`config.mk`:
```
export PLATFORM = sky130hd
export DESIGN_NAME = mips_harvard_core
export DESIGN_NICKNAME = d
export VERILOG_FILES = /design/src/rtl/mips_harvard_core.sv
export SDC_FILE = /design/constraint.sdc
export NUM_CORES = 2
export LEC_CHECK = 0
export BUFFER_PORTS_ARGS = -buffer_cell sky130_fd_sc_hd__buf_2
export CORE_UTILIZATION = 65
export CTS_CLUSTER_DIAMETER = 50
export CTS_CLUSTER_SIZE = 10
export DETAILED_ROUTE_END_ITERATION = 10
export GPL_TIMING_DRIVEN = 0
export PLACE_DENSITY = 0.84
export SKIP_CTS_REPAIR_TIMING = 1
export SLEW_MARGIN = 15
export SYNTH_ARGS = -nofsm -noshare
export SYNTH_HDL_FRONTEND = slang
export SYNTH_SLANG_ARGS = --single-unit
```
`constraint.sdc`:
```
create_clock -name clk -period 20.5 [get_ports clk]
set_clock_uncertainty 0.1 [all_clocks]
set_input_delay 0 -clock clk [delete_from_list [all_inputs] [get_ports clk]]
set_output_delay 0 -clock clk [all_outputs]
set_load 0.05 [all_outputs]
```
`src/rtl/mips_harvard_core.sv`:
```
// Single-cycle MIPS-I integer core with separate instruction/data buses.
// One instruction per enabled clock, one branch delay slot, halts on jump to 0.
module mips_harvard_core #(
  parameter logic [31:0] RESET_VECTOR = 32'hBFC00000
) (
  input  logic        clk,
  input  logic        reset,
  output logic        active,
  output logic [31:0] register_v0,
  input  logic        clk_enable,
  output logic [31:0] instr_address,
  input  logic [31:0] instr_readdata,
  output logic [31:0] data_address,
  output logic        data_write,
  output logic        data_read,
  output logic [31:0] data_writedata,
  input  logic [31:0] data_readdata
);

  // Initialisers give a valid power-up state when reset is never asserted.
  logic [31:0] pc_q             = RESET_VECTOR;
  logic        branch_pending_q = 1'b0;
  logic [31:0] branch_target_q  = 32'h0;
  logic        active_q         = 1'b1;
  logic [31:0] gpr_q [32]       = '{default: 32'h0};

  logic [5:0]  opcode, funct;
  logic [4:0]  rs, rt, rd, shamt;
  logic [31:0] rs_val, rt_val, sext_imm, zext_imm, pc_plus4, pc_plus8, pc_d;

  assign opcode   = instr_readdata[31:26];
  assign rs       = instr_readdata[25:21];
  assign rt       = instr_readdata[20:16];
  assign rd       = instr_readdata[15:11];
  assign shamt    = instr_readdata[10:6];
  assign funct    = instr_readdata[5:0];
  assign sext_imm = {{16{instr_readdata[15]}}, instr_readdata[15:0]};
  assign zext_imm = {16'h0, instr_readdata[15:0]};
  assign rs_val   = gpr_q[rs];
  assign rt_val   = gpr_q[rt];
  assign pc_plus4 = pc_q + 32'd4;
  assign pc_plus8 = pc_q + 32'd8;

  logic        wb_en, take_d, rd_en, wr_en;
  logic [4:0]  wb_addr;
  logic [31:0] wb_data, target_d;

  always_comb begin
    wb_en    = 1'b0;
    wb_addr  = rd;
    wb_data  = 32'h0;
    take_d   = 1'b0;
    target_d = 32'h0;
    rd_en    = 1'b0;
    wr_en    = 1'b0;
    case (opcode)
      6'h00: begin
        wb_en = 1'b1;
        case (funct)
          6'h00: wb_data = rt_val << shamt;
          6'h02: wb_data = rt_val >> shamt;
          6'h03: wb_data = $signed(rt_val) >>> shamt;
          6'h08: begin wb_en = 1'b0; take_d = 1'b1; target_d = rs_val; end
          6'h09: begin take_d = 1'b1; target_d = rs_val; wb_data = pc_plus8; end
          6'h21: wb_data = rs_val + rt_val;
          6'h23: wb_data = rs_val - rt_val;
          6'h24: wb_data = rs_val & rt_val;
          6'h25: wb_data = rs_val | rt_val;
          6'h26: wb_data = rs_val ^ rt_val;
          6'h27: wb_data = ~(rs_val | rt_val);
          6'h2A: wb_data = {31'h0, $signed(rs_val) < $signed(rt_val)};
          6'h2B: wb_data = {31'h0, rs_val < rt_val};
          default: wb_en = 1'b0;
        endcase
      end
      6'h02: begin take_d = 1'b1; target_d = {pc_plus4[31:28], instr_readdata[25:0], 2'b00}; end
      6'h03: begin
        take_d   = 1'b1;
        target_d = {pc_plus4[31:28], instr_readdata[25:0], 2'b00};
        wb_en    = 1'b1;
        wb_addr  = 5'd31;
        wb_data  = pc_plus8;
      end
      6'h04: begin take_d = (rs_val == rt_val); target_d = pc_plus4 + {sext_imm[29:0], 2'b00}; end
      6'h05: begin take_d = (rs_val != rt_val); target_d = pc_plus4 + {sext_imm[29:0], 2'b00}; end
      6'h09: begin wb_en = 1'b1; wb_addr = rt; wb_data = rs_val + sext_imm; end
      6'h0A: begin wb_en = 1'b1; wb_addr = rt; wb_data = {31'h0, $signed(rs_val) < $signed(sext_imm)}; end
      6'h0B: begin wb_en = 1'b1; wb_addr = rt; wb_data = {31'h0, rs_val < sext_imm}; end
      6'h0C: begin wb_en = 1'b1; wb_addr = rt; wb_data = rs_val & zext_imm; end
      6'h0D: begin wb_en = 1'b1; wb_addr = rt; wb_data = rs_val | zext_imm; end
      6'h0E: begin wb_en = 1'b1; wb_addr = rt; wb_data = rs_val ^ zext_imm; end
      6'h0F: begin wb_en = 1'b1; wb_addr = rt; wb_data = {instr_readdata[15:0], 16'h0}; end
      6'h23: begin wb_en = 1'b1; wb_addr = rt; wb_data = data_readdata; rd_en = 1'b1; end
      6'h2B: wr_en = 1'b1;
      default: ;
    endcase
  end

  // A latched target wins over sequential flow: this edge ends the delay slot.
  assign pc_d = branch_pending_q ? branch_target_q : pc_plus4;

  always_ff @(posedge clk) begin
    if (reset) begin
      pc_q             <= RESET_VECTOR;
      branch_pending_q <= 1'b0;
      branch_target_q  <= 32'h0;
      active_q         <= 1'b1;
      for (int i = 0; i < 32; i++) gpr_q[i] <= 32'h0;
    end else if (clk_enable && active_q) begin
      pc_q             <= pc_d;
      branch_pending_q <= take_d;
      branch_target_q  <= target_d;
      active_q         <= (pc_d != 32'h0);
      if (wb_en && wb_addr != 5'd0) gpr_q[wb_addr] <= wb_data;
    end
  end

  assign active         = active_q;
  assign register_v0    = gpr_q[2];
  assign instr_address  = pc_q;
  assign data_address   = rs_val + sext_imm;
  assign data_writedata = rt_val;
  assign data_read      = rd_en && active_q && clk_enable;
  assign data_write     = wr_en && active_q && clk_enable;

endmodule

```
==> results.rst, run 1 <==
.. list-table::
   :header-rows: 1

   * - Metric
     - Value
   * - Run status
     - did not finish
   * - Last stage the flow got to
     - global routing
   * - Log Error
     - [ERROR GRT-0116] Global routing finished with congestion. Check the congestion regions in the DRC Viewer.
   * - Number of buffers added on ports
     - 189
   * - Avg Cell Area, Syn
     - about 11 µm²
   * - Global-route congestion overflow total
     - 109
   * - Number of enable flip-flop cells after synthesis
     - 1024
   * - Global-route wire length before repair
     - 649000 µm
   * - Cell at the root of the clock tree
     - clkbuf_16
   * - Share of the yosys chip area belonging to registers
     - 0.432
   * - Register bit count reported by yosys
     - 1090
   * - Boundary pin count
     - 198
   * - Total GRT Usage
     - 0.808
   * - Post-DP HPWL
     - roughly 300000 µm
   * - Cts bufs inserted
     - 135
   * - Cell taking the most area after synthesis
     - edfxtp_1
   * - H-tree depth
     - 4
   * - Main flop type after synthesis
     - edfxtp_1
   * - Synth top area share
     - 0.414
   * - Die Ht
     - 340 µm
   * - Site Rows
     - 123
   * - Largest cells by area after synthesis
     - edfxtp_1 (41%), mux4_2 (13%), mux2i_1 (8.4%), nor2_1 (6.2%), ha_1 (3.8%)
   * - Synth Warn #
     - 0
   * - # clock sinks
     - 1090
   * - Weighted congestion at the end of routability-driven global placement
     - 1.25
   * - Starting density of the core
     - 0.658
   * - Die span in x
     - 340 µm
   * - Fraction of registers with async set or reset after synthesis
     - 0
   * - Mapped Cells
     - 6750
   * - Distinct cell type count of the synthesized netlist
     - approximately 100
   * - Syn Std Cell Area
     - 74200 µm²
   * - Number of global-route vias before repair
     - 78900
   * - Maximum number of pins on one net before global-route repair
     - 35
   * - Bufs on Longest Clock Path
     - 3
[cell families after synthesis]
logic type,count (synthesis),synth area share
xor gates and xnor gates,151,0.0178
and+or+nand+nor,2108,0.125
adders and majority gates,229,0.0390
buffers and inverters,791,0.0486
muxes,1070,0.214
DFF,1090,0.432
other,1,0.0000505
AOI/OAI and AO/OA,1310,0.123
[stage by stage]
stage                     cell area (µm²)  std cells  hold WS (ns)  setup slack (ns)  utilization
after CTS                           82700       8703        -0.298             10.23        0.733
after detailed placement            78700       8522         0.286              9.49        0.697
after global placement              77200       8470         0.284              7.66        0.684
after floorplan                     74300       6781        0.0840             13.24            -
[routing by layer]
layer / track usage / GRT overflow
met3: 0.661 / 4
met1: 0.817 / 2
met4: 0.817 / 45
met2: 0.941 / 57
met5: 0.453 / 1
[synthesized netlist by cell type (31+ instances only)]
cell type	count
o21bai_1	34
a221oi_1	47
a21oi_1	287
clkbuf_1	395
o221ai_1	46
nand4_1	36
dfxtp_1	66
a22oi_1	148
xnor2_1	106
nand3_1	126
nor4_1	55
ha_1	225
buf_6	44
inv_1	160
o211ai_1	35
nor2_1	1231
mux2_2	38
nor2b_1	64
and3_1	31
xor2_1	45
mux2i_1	620
nand2b_1	53
buf_1	40
edfxtp_1	1024
a21o_1	43
o21ai_0	155
nand2_1	280
nor3_1	89
mux4_2	412
buf_2	115
o22ai_1	157
a211oi_1	58
==> run 2: changes to the inputs <==
CORE_UTILIZATION = 40   (was 65)
CTS_CLUSTER_DIAMETER = unset   (was 50)
CTS_CLUSTER_SIZE = unset   (was 10)
PLACE_DENSITY = unset   (was 0.84)
PLACE_DENSITY_LB_ADDON = 0.15   (was unset)
==> results.rst, run 2 <==
.. list-table::
   :header-rows: 1

   * - Metric
     - Value
   * - Critical Path End
     - gpr_q[1][24]
   * - Total area of sequential cells
     - 32100 µm²
   * - Final-report hold violation count
     - 5
   * - P per Cell Area
     - 81.1 nW/µm²
   * - Xor/xnor cell area share of the yosys netlist
     - 0.0178
   * - Startpoint of the worst-slack reg-to-reg timing path
     - gpr_q[2][17]
   * - Routed len/inst
     - around 49 µm
   * - Multi-input gate area in the final layout
     - 39100 µm²
   * - Number of buffers added on ports
     - 189
   * - Largest cells by area after synthesis
     - edfxtp_1 (41%), mux4_2 (13%), mux2i_1 (8.4%), nor2_1 (6.2%), ha_1 (3.8%)
   * - Final Util
     - 0.463
   * - H-tree depth
     - 4
   * - Total die area
     - 187000 µm²
   * - Number of cells in the design after placement
     - 9514
   * - Run status
     - finished, violations left
   * - Initial detailed-routing violation count
     - roughly 12000
   * - Failing checks
     - negative hold slack
   * - Maximum number of pins on one net before global-route repair
     - 35
   * - Worst R2R Setup Slack
     - 11.83 ns
   * - Mapped Cells
     - 6750
   * - Setup repair after global routing missed its margin
     - no
   * - Core area
     - 184000 µm²
   * - Cell mode on critical path
     - clkbuf_1
   * - Drc violations
     - 0
   * - Cell at the root of the clock tree
     - clkbuf_16
   * - Fraction of the mapped netlist area in adder cells
     - 0.0390
   * - Die span in x
     - 433 µm
   * - Reg-to-reg endpoint
     - gpr_q[27][27]
   * - Syn Std Cell Area
     - about 74000 µm²
   * - Total GRT Usage
     - 0.505
   * - Critical path data arrival time
     - around 12 ns
   * - Routed vias
     - 71900
   * - Initial antenna violation count
     - 31
   * - Fraction of power consumed by the clock network
     - 0.352
   * - Slew headroom
     - 0.00967
   * - Main flop type after synthesis
     - edfxtp_1
   * - Switching share of power
     - 0.364
   * - Boundary pin count
     - 198
   * - Area Growth Syn to Fin
     - 14.6%
   * - Clk Latency, worst-skew pair
     - 0.86 ns
   * - Type of the worst min-delay path
     - in -> reg
   * - CTS tree
     - built
   * - Biggest register
     - gpr_q
   * - Share of cells above drive strength 1
     - 0.186
   * - Setup TNS Final
     - 0 ns
   * - Most frequent standard cell in the layout excluding fill and tap cells
     - nor2_1
   * - Setup crit start kind
     - input pin
   * - Starting density of the core
     - 0.404
   * - Cell taking the most area after synthesis
     - edfxtp_1
   * - Biggest cell delay along the critical path
     - 1.06 ns
   * - Max reg flops
     - between 1000 and 1500
   * - Transition at the pin with the smallest max-transition slack
     - about 1.5 ns
   * - Synth Warn #
     - 0
   * - Cell internal pwr
     - 4390 µW
   * - Global-route congestion overflow total
     - 0
   * - Global-route wire length before repair
     - 623000 µm
   * - Distinct cell type count of the synthesized netlist
     - approximately 100
   * - Power share of the combinational group
     - 0.279
   * - Compound-Gate Fraction of Synth Area
     - 0.123
   * - Filler cell count in the final layout
     - 17400
   * - Number of global-route vias before repair
     - 67100
   * - Smallest hold slack
     - -0.0957 ns
   * - # clock sinks
     - ~1100
   * - Fraction of the mapped netlist area in simple logic gates
     - 0.125
   * - Synth top area share
     - 0.414
   * - Worst path required time
     - 20.94 ns
   * - Cell Area, Placed
     - 80300 µm²
   * - Slowest cell on crit path
     - clkbuf_1
   * - Cts bufs inserted
     - 133
   * - Fin crit share
     - 0.543
   * - Number of enable flip-flop cells after synthesis
     - 1024
   * - First drt pass iteration count
     - 8
   * - Cell with the most instances after synthesis
     - nor2_1
   * - Time the final worst path needs with I/O delays and setup
     - 11.13 ns
   * - CP cell instances
     - buf_2, clkbuf_1, buf_1, clkbuf_1, clkbuf_1, clkbuf_2, mux4_2, mux4_2, mux2i_2, ha_1, clkbuf_1, nor2_1, nand2_1, or3_1, o221ai_1, a21boi_0, xnor2_1, o221a_2, a41oi_1, nor3_1, buf_2, nor2_1
   * - VDD IR max
     - 0.0712 mV
   * - Drt total wl
     - 483000 µm
   * - Ranking of synthesized cells by instance count
     - nor2_1 (1231), edfxtp_1 (1024), mux2i_1 (620)
   * - Fraction of registers with async set or reset after synthesis
     - 0
   * - Register bit count reported by yosys
     - 1090
   * - Finished Layout Cells
     - between 9000 and 10000
   * - Highest achievable clock rate
     - roughly 0.09 GHz
   * - Setup Viol. Count Final
     - 0
   * - Nets
     - around 7500
   * - Sw Pwr
     - 2510 µW
   * - Die Ht
     - 433 µm
   * - Type of the worst setup path
     - in -> reg
   * - Avg Vias per Cell
     - ~7.3
   * - Site Rows
     - 157
   * - Largest fanout on the critical path
     - 11
   * - Final antenna-violating net count
     - 0
   * - Avg Cell Area, Syn
     - between 10 and 15 µm²
   * - Worst Reg-to-Reg Cells
     - 15
   * - Max-Cap Viols
     - 0
   * - Clock edge transition at the registers on the reported setup and hold paths
     - 0.05 ns
   * - CP startpoint
     - instr_readdata[22]
   * - Final instance area
     - 85000 µm²
   * - Slew Viols, Final
     - 0
   * - Reg power frac
     - 0.370
   * - Post-DP HPWL
     - roughly 360000 µm
   * - Static Leak
     - 0.0310 µW
   * - Commonest non-fill, non-tap cells in the layout
     - nor2_1 (1227), edfxtp_1 (1024), mux2i_1 (607), mux4_2 (412), clkbuf_1 (334)
   * - Bufs on Longest Clock Path
     - 3
   * - Kind of end point of the critical path
     - flop
   * - Largest family of logic cells by synthesized area
     - multiplexers
   * - Post-synthesis mux area share
     - 0.214
   * - Weighted congestion at the end of routability-driven global placement
     - 1.12
   * - Share of the yosys chip area belonging to registers
     - 0.432
run 2: kinds of logic after synthesis:
logic type,after synthesis
fa+ha+maj,229
other cells,1
buf+inv,791
simple gates,2108
compound gates,1310
xor+xnor,151
flops,1090
mux,1070
run 2: worst min path at each step:
stage,startpoint,end,slack [ns],cells after the start
after floorplan,instr_readdata[30],data_write,0.08,1
after global placement,branch_target_q[17],branch_target_q[17],0.37,2
after detailed placement,instr_readdata[30],data_write,0.36,3
after CTS,instr_readdata[14],branch_target_q[16],-0.42,5
after global routing,data_readdata[31],gpr_q[1][31],0.01,7
final,instr_readdata[2],branch_target_q[4],-0.1,7
run 2: cell type report:
class | count | area share
Antenna cell | 25 | 0.000736
Buffer | 625 | 0.0366
Clock buffer | 163 | 0.0418
Clock inverter | 78 | 0.00856
Inverter | 166 | 0.00733
Multi-Input combinational cell | 4900 | 0.460
Sequential cell | 1090 | 0.377
Tap cell | 2464 | 0.0363
Timing Repair Buffer | 296 | 0.0312
run 2: power groups by stage:
stage | Sequential (µW) | Clock [µW] | Combinational, µW
2_1_floorplan | 2590 | 0 | 1020
5_1_grt | 2560 | 2470 | 1920
3_5_place_dp | 2590 | 0 | 1810
4_1_cts | 2550 | 2400 | 1810
3_3_place_gp | 2600 | 0 | 1760
6_report | 2550 | 2430 | 1920
run 2: layer usage:
layer / vias up / GRT usage / share of wire
li1: 26700 / - / -
met1: 35600 / 0.546 / 0.32
met2: 7245 / 0.735 / 0.42
met3: 2436 / 0.219 / 0.14
met4: 30 / 0.481 / 0.12
met5: - / 0.00989 / 0.00094
run 2: worst max-delay path, delay by kind of cell:
kind | cells | cell delay [ns]
AOI/OAI and AO/OA | 4 | 1.66
muxes | 3 | 1.75
buffers and inverters | 8 | 5.16
and+or+nand+nor | 5 | 1.90
xor gates and xnor gates | 1 | 0.56
adders and majority gates | 1 | 0.44
run 2: stage by stage:
stage,setup WS [ns],total power [µW]
6_report,9.37,6900
4_1_cts,9.88,6760
5_1_grt,9.90,6950
3_5_place_dp,9.07,4400
3_3_place_gp,6.82,4360
2_1_floorplan,13.24,3610
Power figures use the tool's default switching activity.
